### src/rtl/pll_reconfig_seq.sv
// Sequences the PLL reconfig management port between native and underclocked K values.
// Write goes out STABLE_CYCLES+3 edges after a held input change; waitrequest stretches the current write only.
module pll_reconfig_seq #(
  parameter logic [31:0] K_SEL0        = 32'd3639383488,
  parameter logic [31:0] K_SEL1        = 32'd2971430088,
  parameter logic [31:0] K_SEL2        = 32'd3639383488,
  parameter logic [31:0] K_SEL3        = 32'd2971430088,
  parameter int unsigned STABLE_CYCLES = 4,
  parameter int unsigned LOCK_DROP     = 16,
  parameter int unsigned LOCK_TIMEOUT  = 65535
) (
  input  logic        clk,
  input  logic        reset,
  input  logic        underclock,
  input  logic        bootleg,
  input  logic        pll_locked,
  input  logic        mgmt_waitrequest,
  output logic        mgmt_write,
  output logic [5:0]  mgmt_address,
  output logic [31:0] mgmt_writedata,
  output logic        busy,
  output logic        done,
  output logic        lock_err,
  output logic [1:0]  cur_sel
);

  localparam int unsigned TMAX = (LOCK_DROP > LOCK_TIMEOUT) ? LOCK_DROP : LOCK_TIMEOUT;
  localparam int          TW   = (TMAX > 1) ? $clog2(TMAX) : 1;
  localparam logic [TW-1:0] DROP_LAST    = TW'(LOCK_DROP - 1);
  localparam logic [TW-1:0] TIMEOUT_LAST = TW'(LOCK_TIMEOUT - 1);
  localparam logic [7:0]    STABLE_CNT   = 8'(STABLE_CYCLES);

  localparam logic [5:0] ADDR_MODE  = 6'd0;
  localparam logic [5:0] ADDR_K     = 6'd7;
  localparam logic [5:0] ADDR_START = 6'd2;

  typedef enum logic [2:0] {
    IDLE,
    MODE_WR,
    MODE_GAP,
    K_WR,
    K_GAP,
    START_WR,
    LOCK_DROP_ST,
    LOCK_WAIT
  } state_t;

  state_t state, state_nxt;

  // Bit order: {pll_locked, bootleg, underclock}
  logic [2:0] sync1, sync2;
  logic [1:0] sel;
  logic       locked_s;

  logic [1:0] prev_sel;
  logic [7:0] stab_cnt;
  logic       stable;

  logic          force_pend;
  logic          req;
  logic [1:0]    target;
  logic [TW-1:0] timer;
  logic          seq_end;
  logic          accept;
  logic [31:0]   k_val;

  always_ff @(posedge clk) begin
    if (reset) begin
      sync1 <= '0;
      sync2 <= '0;
    end else begin
      sync1 <= {pll_locked, bootleg, underclock};
      sync2 <= sync1;
    end
  end

  assign sel      = sync2[1:0];
  assign locked_s = sync2[2];

  // prev_sel doubles as the filtered value: it only counts as stable once the
  // counter has seen it unchanged for STABLE_CYCLES comparisons.
  always_ff @(posedge clk) begin
    if (reset) begin
      prev_sel <= 2'b00;
      stab_cnt <= 8'd0;
    end else begin
      prev_sel <= sel;
      if (sel != prev_sel)
        stab_cnt <= 8'd0;
      else if (stab_cnt != STABLE_CNT)
        stab_cnt <= stab_cnt + 8'd1;
    end
  end

  assign stable = (stab_cnt == STABLE_CNT);
  assign req    = stable && (force_pend || (prev_sel != cur_sel));
  assign accept = mgmt_write && !mgmt_waitrequest;

  always_comb begin
    k_val = K_SEL0;
    case (target)
      2'b00:   k_val = K_SEL0;
      2'b01:   k_val = K_SEL1;
      2'b10:   k_val = K_SEL2;
      default: k_val = K_SEL3;
    endcase
  end

  always_ff @(posedge clk) begin
    if (reset)
      state <= IDLE;
    else
      state <= state_nxt;
  end

  always_comb begin
    state_nxt      = state;
    mgmt_write     = 1'b0;
    mgmt_address   = 6'd0;
    mgmt_writedata = 32'd0;
    seq_end        = 1'b0;
    case (state)
      IDLE: begin
        if (req)
          state_nxt = MODE_WR;
      end
      MODE_WR: begin
        mgmt_write   = 1'b1;
        mgmt_address = ADDR_MODE;
        if (!mgmt_waitrequest)
          state_nxt = MODE_GAP;
      end
      MODE_GAP: begin
        state_nxt = K_WR;
      end
      K_WR: begin
        mgmt_write     = 1'b1;
        mgmt_address   = ADDR_K;
        mgmt_writedata = k_val;
        if (!mgmt_waitrequest)
          state_nxt = K_GAP;
      end
      K_GAP: begin
        state_nxt = START_WR;
      end
      START_WR: begin
        mgmt_write   = 1'b1;
        mgmt_address = ADDR_START;
        if (!mgmt_waitrequest)
          state_nxt = LOCK_DROP_ST;
      end
      LOCK_DROP_ST: begin
        if (timer == DROP_LAST)
          state_nxt = LOCK_WAIT;
      end
      LOCK_WAIT: begin
        if (locked_s || (timer == TIMEOUT_LAST)) begin
          seq_end   = 1'b1;
          state_nxt = IDLE;
        end
      end
      default: begin
        state_nxt = IDLE;
      end
    endcase
  end

  assign busy = (state != IDLE);

  // One timer serves both the lock-drop blanking window and the relock timeout.
  always_ff @(posedge clk) begin
    if (reset)
      timer <= '0;
    else if (state_nxt != state)
      timer <= '0;
    else if ((state == LOCK_DROP_ST) || (state == LOCK_WAIT))
      timer <= timer + TW'(1);
  end

  always_ff @(posedge clk) begin
    if (reset) begin
      force_pend <= 1'b1;
      target     <= 2'b00;
      cur_sel    <= 2'b00;
      done       <= 1'b0;
      lock_err   <= 1'b0;
    end else begin
      done <= seq_end;
      if ((state == IDLE) && req) begin
        target     <= prev_sel;
        force_pend <= 1'b0;
      end
      if ((state == START_WR) && accept)
        cur_sel <= target;
      if (seq_end)
        lock_err <= !locked_s;
    end
  end

endmodule
### config.mk
export PLATFORM = sky130hd
export DESIGN_NAME = pll_reconfig_seq
export DESIGN_NICKNAME = d
export VERILOG_FILES = /design/src/rtl/pll_reconfig_seq.sv
export SDC_FILE = /design/constraint.sdc
export NUM_CORES = 1
export LEC_CHECK = 0
export BUFFER_PORTS_ARGS = -buffer_cell sky130_fd_sc_hd__buf_4
export CAP_MARGIN = 20
export CORE_ASPECT_RATIO = 1.2
export CORE_MARGIN = 2
export CORE_UTILIZATION = 53
export DETAILED_ROUTE_END_ITERATION = 12
export PLACE_DENSITY = 0.81
export SLEW_MARGIN = 20
export SYNTH_ARGS = -nofsm -noshare
export SYNTH_HDL_FRONTEND = slang
export SYNTH_SLANG_ARGS = --single-unit
export TNS_END_PERCENT = 20
### constraint.sdc
create_clock -name clk -period 2.35 [get_ports clk]
set_input_delay 0.235 -clock clk [delete_from_list [all_inputs] [get_ports clk]]
set_output_delay 0.235 -clock clk [all_outputs]
set_load 0.02 [all_outputs]
==> out/metrics.csv <==
stage;metric;value;unit
outcome;status;complete, no violations;
timing;clock-skew-final;9.54;ps
worst_setup_path;cp_max_fo;16;
yosys;synth_compound_area_share;5.03;%
yosys;synth_seq_cells;42;
timing;post-route-period-util;88.7;%
power;leakagePower;1.01;nW
layout;multi_input_comb_area;1050;um2
placement;dp_hpwl;2800;um
clock_network;cts-resized-gates;0;
global_routing;gr-total-overflow;0;
yosys;synth_simple_gate_area_share;25.9;%
yosys;synth_ff_type;dfxtp_1;
timing;hold_viol;0;
clock_network;cts_setup_buffers;0;
detailed_routing;via_per_inst;4.96;
floorplanning;ios;50;
timing;rsz0062_at_grt;no;
worst_setup_path;reg2reg_slack;270;ps
clock_network;clockBufferDepth;2;
detailed_routing;drcViolationCount;0;
yosys;synth-seq-area-share;38.4;%
power;ir_drop;0.000273;V
yosys;async_reset_ff_share;0;%
timing;hold_ws;154;ps
clock_network;clock_latency;290;ps
floorplanning;die_area;4660;um2
min_path;worstHoldPathCells;2;
yosys;yosysUniqueCellTypes;43;
timing;setup_viol;0;
run;cap_violations;0;
yosys;avgSynthCellArea;8.96;um2
worst_setup_path;cp-start-kind;register;
layout;insertedDiodeCount;0;
timing;drv_slew;0;
yosys;synth_edf_count;0;
timing;slew_headroom;53.6;%
yosys;netlist_instances;244;
clock_network;hold_buffers;0;
worst_setup_path;worstRegToRegCells;7;
yosys;synthMuxAreaShare;1.83;%
global_routing;grt_usage;16.7;%
layout;final_cell_mix;dfxtp_1 (42), buf_4 (39), nor2_1 (26), xor2_1 (19), nand3_1 (14);
power;intPower;0.977;mW
yosys;synth_xor_xnor_area_share;10.8;%
yosys;synthAdderAreaFrac;2.29;%
layout;final_common_cell;dfxtp_1;
detailed_routing;wl;3660;um
yosys;synth_top_family_by_area;simple AND/OR/NAND/NOR gates;
clock_network;cts_tree;done;
power;switching_share;25.2;%
layout;drive_gt1_share;24.1;%
floorplanning;coreArea;3940;um2
detailed_routing;drtAntennaViolNets;0;
timing;max_freq;0.480;GHz
floorplanning;num_rows;25;
detailed_routing;wl_per_cell;11.6;um
global_routing;grt_max_degree;21;
global_routing;grt_first_pass_wirelength;6140;um
power;p_per_area;552;nW/um2
timing;worstMarginPinSlew;690;ps
power;seq_power_share;56.8;%
floorplanning;initial_core_util;55.5;%
floorplanning;die_h;74.4;um
placement;portBuffers;36;
layout;nNetsFinal;270;
global_routing;antenna_found_initial;0;
detailed_routing;drtIter0Drc;57;
power;switchingPower;0.329;mW
layout;seqCellArea;841;um2
floorplanning;die_w;62.6;um
worst_setup_path;cp.required;2560;ps
clock_network;cts.sinks;42;
yosys;yosysWarnings;0;
worst_setup_path;criticalPathCategory;register to register;
yosys;synth_area;2190;um2
clock_network;cts_buffers;5;
min_path;hold_class;input port to register;
detailed_routing;drt_first_pass_iters;4;
worst_setup_path;worstSetupEndpointType;register;
clock_network;clkTransAtPathRegs;80;ps
global_routing;grt_pass1_vias;1424;
detailed_routing;vias;1562;
clock_network;cts-root-buf;clkbuf_8;
layout;fillCellCount;366;
clock_network;htree_levels;2;
timing;finalSetupTns;0;ps
power;power_frac_clock;34.5;%
layout;syn2layout_area_growth;8.12;%
worst_setup_path;worstPathArrival;2290;ps
timing;post-route-min-period;2080;ps
power;power_frac_comb;8.7;%
placement;gp_congestion;0.838;
-- state kept, by name, summed over array words and instances (netlist names) --
signal and count:
timer 16, sync2 3, state 3, done 1
sync1 3, force_pend 1, stab_cnt 8, prev_sel 2
target 2, cur_sel 2, lock_err 1
-- through the flow --
step	utilization (%)	instances	setup WS, ps	power, mW	cell area [um2]
2_1_floorplan	-	256	243	0.872	2230
5_1_grt	60.0	315	66.1	1.37	2360
4_1_cts	60.0	315	247	1.33	2360
6_report	60.0	315	265	1.31	2360
3_3_place_gp	57.8	307	384	0.868	2280
3_5_place_dp	57.8	307	293	0.872	2280
-- power by group through the flow --
stage | Combinational [mW] | Sequential [mW] | Clock [mW]
global route | 0.126 | 0.743 | 0.499
floorplan | 0.122 | 0.750 | 0
CTS | 0.115 | 0.741 | 0.470
global placement | 0.111 | 0.757 | 0
finish | 0.113 | 0.741 | 0.451
detailed placement | 0.114 | 0.758 | 0
-- cell usage after synthesis, types with 2 or more instances --
master | count | area, um2
and3_1 | 3 | 18.8
or3_1 | 4 | 25.0
mux2i_1 | 4 | 40.0
nand4_1 | 6 | 37.5
xnor2_1 | 8 | 70.1
buf_4 | 35 | 263
ha_1 | 4 | 50.1
clkbuf_1 | 4 | 15.0
nor2_2 | 10 | 62.6
nor2_1 | 26 | 97.6
dfxtp_1 | 42 | 841
a31oi_1 | 2 | 12.5
nand2_1 | 7 | 26.3
inv_1 | 7 | 26.3
xor2_1 | 19 | 166
o21ai_0 | 2 | 10.0
a21oi_1 | 5 | 25.0
nand3_1 | 14 | 70.1
nor3_1 | 6 | 30.0
nor2b_1 | 8 | 50.1
nand2b_1 | 2 | 12.5
and2_1 | 5 | 31.3
-- per-layer routing --
| metal | vias to the layer above | part of all wire, % | global-route usage, % |
|---|---|---|---|
| li1 | 795 | - | - |
| met1 | 720 | 44 | 18.4 |
| met2 | 40 | 49 | 28.7 |
| met3 | 7 | 5.3 | 5.45 |
| met4 | 0 | 1.6 | 9.88 |
| met5 | - | 0 | 0 |
-- cell families (layout without fill, tap and decap cells) --
kind of cell               Yosys count  after routing
buffers and inverters               49             54
DFF                                 42             42
and+or+nand+nor                    101            101
muxes                                4              4
AOI/OAI and AO/OA                   16             16
other                                1             13
adders and majority gates            4              4
xor gates and xnor gates            27             27
-- worst paths after layout --
kind | to | from
hold reg to reg | sync2[1]$_SDFF_PP0_ | sync1[1]$_SDFF_PP0_
hold / removal | sync1[2]$_SDFF_PP0_ | pll_locked
setup reg to reg | timer[1]$_SDFFE_PP0N_ | stab_cnt[0]$_SDFFE_PP0N_
setup / recovery | timer[1]$_SDFFE_PP0N_ | stab_cnt[0]$_SDFFE_PP0N_
-- worst max-delay path, stage by stage (launching register included) --
cell	delay (ps)
dfxtp_1	450
inv_1	80
ha_1	180
nor4b_2	150
nand3_1	210
or3_1	310
nand4_4	320
a211oi_1	310
-- cell type report --
type                       instances  share of cell area (%)
multi-input combinational        165                    44.4
sequential                        42                    35.6
timing repair buffer              39                    12.4
clock buffer                       6                    3.07
tap                               54                    2.86
inverter                           7                    1.11
clock inverter                     2                   0.582
Power figures use the tool's default switching activity.
